--- src/rtl/keccak_pkg.sv ---
// Shared constants and types for the slice-serial Keccak rho engine.
// Offsets are raw; each user reduces them modulo its own lane width.
package keccak_pkg;

    localparam int LANES = 25;

    localparam int RHO_OFFSETS [0:24] = '{
         0,  1, 62, 28, 27,
        36, 44,  6, 55, 20,
         3, 10, 43, 25, 39,
        41, 45, 15, 21,  8,
        18,  2, 61, 56, 14
    };

    typedef enum logic {
        LOAD = 1'b0,
        EMIT = 1'b1
    } rho_state_e;

endpackage

--- src/rtl/keccak_rho_stream_if.sv ---
// Slice stream bundle: input slice handshake plus rotated output handshake.
// Master is the producer/consumer side, slave is the rho engine.
interface keccak_rho_stream_if;
    import keccak_pkg::*;

    logic             inv;
    logic             in_valid;
    logic             in_ready;
    logic [LANES-1:0] in_slice;
    logic             out_valid;
    logic             out_ready;
    logic [LANES-1:0] out_slice;
    logic             out_last;

    modport master (
        output inv,
        output in_valid,
        output in_slice,
        output out_ready,
        input  in_ready,
        input  out_valid,
        input  out_slice,
        input  out_last
    );

    modport slave (
        input  inv,
        input  in_valid,
        input  in_slice,
        input  out_ready,
        output in_ready,
        output out_valid,
        output out_slice,
        output out_last
    );

endinterface

--- src/rtl/rho_lane_mux.sv ---
// Picks one bit of a lane column for the slice being emitted.
// Index arithmetic wraps naturally in ZW bits, so W must be a power of two.
module rho_lane_mux #(
    parameter int W  = 64,
    parameter int ZW = $clog2(W)
) (
    input  logic [ZW-1:0] rcnt,
    input  logic [ZW-1:0] off,
    input  logic          mode,
    input  logic [W-1:0]  col,
    output logic          sel_bit
);

    logic [ZW-1:0] idx;

    assign idx     = mode ? (rcnt + off) : (rcnt - off);
    assign sel_bit = col[idx];

endmodule

--- src/rtl/keccak_rho_stream.sv ---
// Slice-serial Keccak rho: buffers a full W-slice state, then streams
// W rotated slices out; forward or inverse rotation chosen per frame.
module keccak_rho_stream
    import keccak_pkg::*;
#(
    parameter int W  = 64,
    parameter int ZW = $clog2(W)
) (
    input  logic                clk,
    input  logic                rst,
    keccak_rho_stream_if.slave  st,
    output logic                busy
);

    localparam logic [ZW-1:0] LAST_Z = ZW'(W - 1);

    rho_state_e       state_q;
    rho_state_e       state_d;
    logic [ZW-1:0]    wcnt_q;
    logic [ZW-1:0]    rcnt_q;
    logic             mode_q;
    logic [LANES-1:0] mem_q [W];
    logic [LANES-1:0] slice_rot;
    logic             in_rdy;
    logic             out_vld;
    logic             acc;
    logic             xfer;

    assign acc  = st.in_valid & in_rdy;
    assign xfer = out_vld & st.out_ready;

    always_comb begin
        state_d = state_q;
        in_rdy  = 1'b0;
        out_vld = 1'b0;
        unique case (state_q)
            LOAD: begin
                in_rdy = 1'b1;
                if (st.in_valid && wcnt_q == LAST_Z)
                    state_d = EMIT;
            end
            EMIT: begin
                out_vld = 1'b1;
                if (st.out_ready && rcnt_q == LAST_Z)
                    state_d = LOAD;
            end
            default: state_d = LOAD;
        endcase
    end

    always_ff @(posedge clk or negedge rst) begin
        if (!rst) begin
            state_q <= LOAD;
            wcnt_q  <= '0;
            rcnt_q  <= '0;
            mode_q  <= 1'b0;
            for (int z = 0; z < W; z++)
                mem_q[z] <= '0;
        end else begin
            state_q <= state_d;
            if (acc) begin
                mem_q[wcnt_q] <= st.in_slice;
                wcnt_q        <= wcnt_q + ZW'(1);
                if (wcnt_q == '0)
                    mode_q <= st.inv;
            end
            if (xfer)
                rcnt_q <= rcnt_q + ZW'(1);
        end
    end

    // Each lane sees its own bit column across all buffered slices.
    for (genvar i = 0; i < LANES; i++) begin : g_lane
        localparam logic [ZW-1:0] OFF = ZW'(RHO_OFFSETS[i] % W);
        logic [W-1:0] col;

        always_comb begin
            col = '0;
            for (int z = 0; z < W; z++)
                col[z] = mem_q[z][i];
        end

        rho_lane_mux #(
            .W  (W),
            .ZW (ZW)
        ) u_mux (
            .rcnt    (rcnt_q),
            .off     (OFF),
            .mode    (mode_q),
            .col     (col),
            .sel_bit (slice_rot[i])
        );
    end

    assign st.in_ready  = in_rdy;
    assign st.out_valid = out_vld;
    assign st.out_slice = slice_rot;
    assign st.out_last  = out_vld & (rcnt_q == LAST_Z);
    assign busy         = (state_q == EMIT) | (wcnt_q != '0);

endmodule

--- src/flat_wrapper.sv ---
// flat-port wrapper written by rule: the top's interface ports become plain ports
module keccak_rho_stream_flat import keccak_pkg::*;
#(
    parameter int W  = 64,
    parameter int ZW = $clog2(W)
)
  (clk, rst, busy, st_inv, st_in_valid, st_in_slice, st_out_ready, st_in_ready, st_out_valid, st_out_slice, st_out_last);
  keccak_rho_stream_if st_i ();
  input  logic clk;
  input  logic rst;
  output logic busy;
  input wire logic [$bits(st_i.inv)-1:0] st_inv;
  input wire logic [$bits(st_i.in_valid)-1:0] st_in_valid;
  input wire logic [$bits(st_i.in_slice)-1:0] st_in_slice;
  input wire logic [$bits(st_i.out_ready)-1:0] st_out_ready;
  output wire logic [$bits(st_i.in_ready)-1:0] st_in_ready;
  output wire logic [$bits(st_i.out_valid)-1:0] st_out_valid;
  output wire logic [$bits(st_i.out_slice)-1:0] st_out_slice;
  output wire logic [$bits(st_i.out_last)-1:0] st_out_last;
  assign st_i.inv = st_inv;
  assign st_i.in_valid = st_in_valid;
  assign st_i.in_slice = st_in_slice;
  assign st_i.out_ready = st_out_ready;
  assign st_in_ready = st_i.in_ready;
  assign st_out_valid = st_i.out_valid;
  assign st_out_slice = st_i.out_slice;
  assign st_out_last = st_i.out_last;
  keccak_rho_stream #(.W(W), .ZW(ZW)) u_core (.clk(clk), .rst(rst), .st(st_i), .busy(busy));
endmodule
--- config.mk ---
export PLATFORM = sky130hd
export DESIGN_NAME = keccak_rho_stream_flat
export DESIGN_NICKNAME = d
export VERILOG_FILES = /design/src/rtl/keccak_pkg.sv /design/src/rtl/keccak_rho_stream_if.sv /design/src/rtl/rho_lane_mux.sv /design/src/rtl/keccak_rho_stream.sv /design/src/flat_wrapper.sv
export SDC_FILE = /design/constraint.sdc
export NUM_CORES = 2
export LEC_CHECK = 0
export CAP_MARGIN = 20
export CORE_UTILIZATION = 50
export DETAILED_ROUTE_END_ITERATION = 16
export PLACE_DENSITY = 0.76
export SLEW_MARGIN = 20
export SYNTH_ARGS = -nofsm -noshare
export SYNTH_HDL_FRONTEND = slang
export SYNTH_SLANG_ARGS = --single-unit
--- constraint.sdc ---
create_clock -name clk -period 4.4 [get_ports clk]
set_clock_uncertainty 0.2 [all_clocks]
set_input_delay 0.44 -clock clk [delete_from_list [all_inputs] [get_ports clk]]
set_output_delay 0.44 -clock clk [all_outputs]
set_load 0.01 [all_outputs]
### Word-level counts from Yosys, hierarchy flattened

Cells that the tools add are included.
W data, S select, Z words.

* add/subtract/negate cells: 49
* order comparisons: 27
* equal/unequal tests: 2
* multiplexer cells: 82
* bitwise logic cells: 6
* reduce and logical (&&, ||, !) cells: 6

Operator list (count)
* $bwmux W1600: 1
* $lt A6 B7 Y1 const B: 25
* $bmux W1 S6: 25
* $demux W25 S6: 1
* $mux W6: 24
* $add A6 B6 Y6 const B: 10
* $sub A6 B6 Y6 const B: 10
* $add A6 B5 Y6 const B: 6
* $sub A6 B5 Y6 const B: 6
* $mux W1: 29
* $mux W25: 1
* $add A6 B4 Y6 const B: 4
* $sub A6 B4 Y6 const B: 4
* $add A6 B1 Y6 const B: 2
* $add A6 B2 Y6 const B: 2
* $eq A6 B6 Y1 const B: 2
* $sub A6 B2 Y6 const B: 2
* $ge A7 B7 Y1 const B: 1
* $lt A7 B1 Y1 const B: 1
* $not A6 Y7: 1
* $add A6 B3 Y6 const B: 1
* $logic_not A6 Y1: 1
* $reduce_bool A6 Y1: 1
* $sub A6 B1 Y6 const B: 1
* other kinds (7): 11

* register bits: 1614
* input bits: 30
* output and inout port bits: 29
* word-level logic and storage cells: 240

### Depth between registers and ports, before layout

* depth after elaboration: 6
* gate-level depth with buffers: 16
* mapped depth without buffers: 9

### By module

Synthesis repeated with hierarchy kept, for this count alone.

* cells, all modules: 5368
* area total of the unflattened synthesis: 84003.1 um2

Modules (own cells, without submodules)
* keccak_rho_stream: times used 1, cells an instance 3693, area each 61196.2 um2, seq. area each 40388.7 um2
* rho_lane_mux (u_core.g_lane[11].u_mux ...): times used 11, cells an instance 67, area each 903.4 um2, seq. area each 0.0 um2
* rho_lane_mux (u_core.g_lane[3].u_mux ...): times used 6, cells an instance 67, area each 929.6 um2, seq. area each 0.0 um2
* rho_lane_mux (u_core.g_lane[0].u_mux ...): times used 6, cells an instance 67, area each 914.6 um2, seq. area each 0.0 um2
* rho_lane_mux (u_core.g_lane[2].u_mux ...): times used 2, cells an instance 67, area each 902.1 um2, seq. area each 0.0 um2

### Worst setup path before layout

OpenSTA, ideal clock, no wires.

* path type: register to output
* start point: reg u_core.rcnt_q[1]
* end point: out st_out_slice[24]
* data arrival time: 3.783 ns
* required time: 3.760 ns
* setup slack: -0.023 ns
* stages on the path, launching flop included: 13
* path buffers: 7
* cells stage by stage: dfrtp_1 clkbuf_1 buf_2 buf_2 buf_2 buf_2 inv_1 fa_1 xor2_1 buf_2 mux4_2 mux4_2 buf_4

* word-level cells in the longest chain between the ends: 4
* elaborated cells on any way between the ends: 5
* those cells by class: 2 x add/sub; 3 x mux

RTL lines
* start, declared: line keccak_rho_stream.sv:20 `logic [ZW-1:0] rcnt_q;`
* start signal, assigned: line keccak_rho_stream.sv:68 `rcnt_q <= rcnt_q + ZW'(1);`
* $sub A6 B4 Y6 / $add A6 B4 Y6 (equally long branches): line rho_lane_mux.sv:16 `assign idx = mode ? (rcnt + off) : (rcnt - off);`
* $mux W6 *: line rho_lane_mux.sv:16
* $bmux W1 S6 *: line rho_lane_mux.sv:17 `assign sel_bit = col[idx];`
* $mux W1 (implied by the code) *: line rho_lane_mux.sv:17
* end, declared: line flat_wrapper.sv:18 `output wire logic [$bits(st_i.out_slice)-1:0] st_out_slice;`

Mark *: on every way between the ends. The rest lies on a longest branch, timed or not. The select of a mux whose other input is x is not followed.

### Worst setup path after layout

* start point: reg u_core.rcnt_q[0]
* end point: out st_out_slice[22]

* word-level cells in the longest chain between the ends: 4
* elaborated cells on any way between the ends: 5
* those cells by class: 2 x add/sub; 3 x mux

RTL lines (line)
* $sub A6 B6 Y6 / $add A6 B6 Y6 (equally long branches): rho_lane_mux.sv:16
* $mux W6 *: rho_lane_mux.sv:16
* $bmux W1 S6 *: rho_lane_mux.sv:17
* $mux W1 (implied by the code) *: rho_lane_mux.sv:17

Marks and branches as above.

==> out/metrics.cfg <==
[status]
status=finished with violations
failed_checks=setup timing

[logic_synthesis]
synth_cells=4845
yosysWarnings=0
synth_top_family_by_area=multiplexers
yosys.area_share.xor_xnor=0.00755
yosysTopAreaCellShare=0.538
ys_seq_elements=1614
ys_seq_area_frac=0.538
synth_compound_area_frac=0.0166
synthTopCellsByCount=dfrtp_1, mux2_2, mux4_2, clkbuf_1, nand2_1
muxShareOfSynthArea=0.381
synthSimpleGateAreaFrac=0.0223
syn_area_per_cell_um2=15.5
yosysUniqueCellTypes=63
syn-cell-area_mm2=0.0750
synthAdderAreaFrac=0.00430
synthArstFlopShare=1.00
syn_nets=4896
synth_area_leaders=dfrtp_1, mux2_2, mux4_2
yosysTopAreaCell=dfrtp_1
synth_edf_count=0
synth-main-ff-cell=dfrtp_1
yosysMostFrequentCell=dfrtp_1

[global_routing]
gr-usage-all-layers=0.290
gr-usage-met2=0.440
grt.busiest_layer=met2
grt_pass1_vias=46600
grt_pass1_wl_mm=321
use_met1=0.403
grt_max_degree=123
grt_overflow_total=0
antenna_found_initial=6
gr-usage-met3=0.0623

[clock_network]
cts.sinks=1614
cts-root-buf=clkbuf_16
h-tree-depth=4
cts.clk_slew.worst_paths_ns=0.07
cts_buffers=164
clockBufferDepth=3
clock_latency_ns=0.82
cts_tree=built

[sta]
maxSlewHeadroom=0.239
postLayoutSetupSlackWorst_ns=-0.323
slew_viol_final=0
fin_crit_sh=1.07
fin_setup_tns_ns=-3.02
worstMarginPinSlew_ns=1.14
setup_viol=19
max_freq_ghz=0.212
rsz0062_at_grt=true
fin_crit_ns=4.72
hold_viol_final=0

[critical_path]
worst-setup-path-type=reg -> out
critPathCaptureType=primary output
cp_data_required_time_ns=3.76
arrival_ns=4.08
crit_chain=fa_4 > buf_12 > buf_12 > buf_16 > mux4_2 > and3_4 > a311o_1 > mux4_2 > buf_6
crit_fanout=5
crit_path_start_kind=flip-flop
slowest_delay_ns=0.84
crit_slowest_cell=fa_4

[floorplanning]
initial_utilization=0.506
die_y_um=389
die-area_mm2=0.152
rows=141
die_width_um=389
io_pins=59
coreArea_mm2=0.148

[power]
p_per_area_mw_per_mm2=703
irDropWorstVdd_uv=551
power_frac_seq=0.347
finalPower_w=0.0611
p_leak_nw=40.7
combPwrFrac=0.422
p_int_w=0.0405
swShare=0.337
power_frac_clock=0.231
switching_power_w=0.0206

[place]
dpl.hpwl_mm=129
dpl_cell_area_mm2=0.0789
io_buffers=58
gp_congestion=0.920
placedCellCount=6656

[finish]
area_growth_pct=15.9
final_cells=7079
stdcell_area_mm2=0.0870
drive_above_1_share=0.574
multi_input_area_mm2=0.0336
layout.area.seq_mm2=0.0404
final_nets=5007
fillers=10800

[detailed_routing]
drt-total-wl_mm=219
via_count=45500
antenna_left=0
drcViolationCount=0
first_iter_violations=4878
drt_pass1_iterations=5
avgRoutedWirePerCell_um=31.0
vias_per_cell=6.43

[job]
max-cap-violations=0

[hold_path]
hold_path.class=in -> async

[through the flow]
step	utilization	hold WS [ns]	worst slack [ns]
2_1_floorplan	-	-0.0556	0.0644
3_3_place_gp	0.532	0.261	-0.248
3_5_place_dp	0.532	0.257	-0.0607
4_1_cts	0.580	0.0771	-0.401
5_1_grt	0.586	0.112	-0.386
6_report	0.586	0.0588	-0.323
[registers in the layout, indices dropped and copies added (netlist names)]
name               flops
u_core.mode_q          1
u_core.state_q         1
u_core.g_lane.col   1600
u_core.rcnt_q          6
u_core.wcnt_q          6
[area by class of cell]
cell class                      instances  share of cell area
Timing Repair Buffer                  437              0.0579
Sequential cell                      1614               0.465
Multi-Input combinational cell       2725               0.386
Tap cell                             2002              0.0288
Clock buffer                          242              0.0556
Clock inverter                         44             0.00643
Antenna cell                            1           0.0000288
Inverter                               14            0.000619
[final timing paths]
check,start,endpoint,slack (ns),depth (start not counted)
worst max register to register,u_core.state_q,u_core.g_lane[4].col[19],1.02,6
worst max-delay path,u_core.rcnt_q[0],st_out_slice[22],-0.32,9
min in group clk,st_in_slice[21],u_core.g_lane[21].col[59],0.10,2
worst min-delay path,rst,u_core.g_lane[13].col[53],0.06,2
max in group asynchronous,rst,u_core.g_lane[5].col[2],2.63,4
worst min register to register,u_core.g_lane[16].col[43],u_core.g_lane[16].col[43],0.28,1
[layout by cell type, fill, tap and decap left out, types with 10 or more instances in the layout]
cell	n
xor2_1	11
bufinv_16	10
clkbuf_1	38
nor2_4	33
nor2_1	30
buf_16	18
clkbuf_8	37
xnor2_1	32
nand2_1	126
buf_2	21
mux2_1	20
clkbuf_16	173
a311oi_1	10
mux2i_1	25
o21ai_0	13
buf_6	40
mux4_2	447
nand3_1	19
mux2_2	1586
buf_12	79
a21oi_2	10
a31oi_1	17
nor3_1	15
dfrtp_1	1611
buf_4	243
a311oi_2	10
nand2_2	39
buf_8	12
inv_1	10
and3_1	22
a21oi_1	50
clkinv_2	22
[cell families after synthesis]
kind of cell	Yosys count
muxes	2093
buffers and inverters	507
adders and majority gates	21
and+or+nand+nor	359
xor gates and xnor gates	63
AOI/OAI and AO/OA	188
DFF	1614
[power by group through the flow]
stage | combinational, W | clock [W] | sequential [W]
2_1_floorplan | 0.0144 | 0 | 0.0205
3_3_place_gp | 0.0212 | 0 | 0.0210
3_5_place_dp | 0.0216 | 0 | 0.0213
4_1_cts | 0.0245 | 0.0143 | 0.0211
5_1_grt | 0.0267 | 0.0148 | 0.0216
6_report | 0.0258 | 0.0141 | 0.0212
[routing by layer]
metal	up-vias	wire, µm
li1	18200	-
met1	24900	89200
met2	1963	102000
met3	511	17500
met4	8	10900
met5	-	53
[what timing repair did]
item	4_1_cts	5_1_grt
hold buffers	1	2
endpoints found under the setup margin	25	25
resized for setup	257	103
buffers inserted	60	57
gates cloned	17	7
hold endpoints to repair	253	26
pin swaps	29	26
[critical path, delay by kind of cell (launching register included)]
family | cells | cell delay (ns)
buffers and inverters | 4 | 0.58
flip-flops | 1 | 0.49
AND/OR/NAND/NOR | 1 | 0.19
multiplexers | 2 | 0.84
adder cells (fa/ha/maj) | 1 | 0.84
AO/OA/AOI/OAI | 1 | 0.32
No activity file was read; power rests on OpenSTA's default activity.
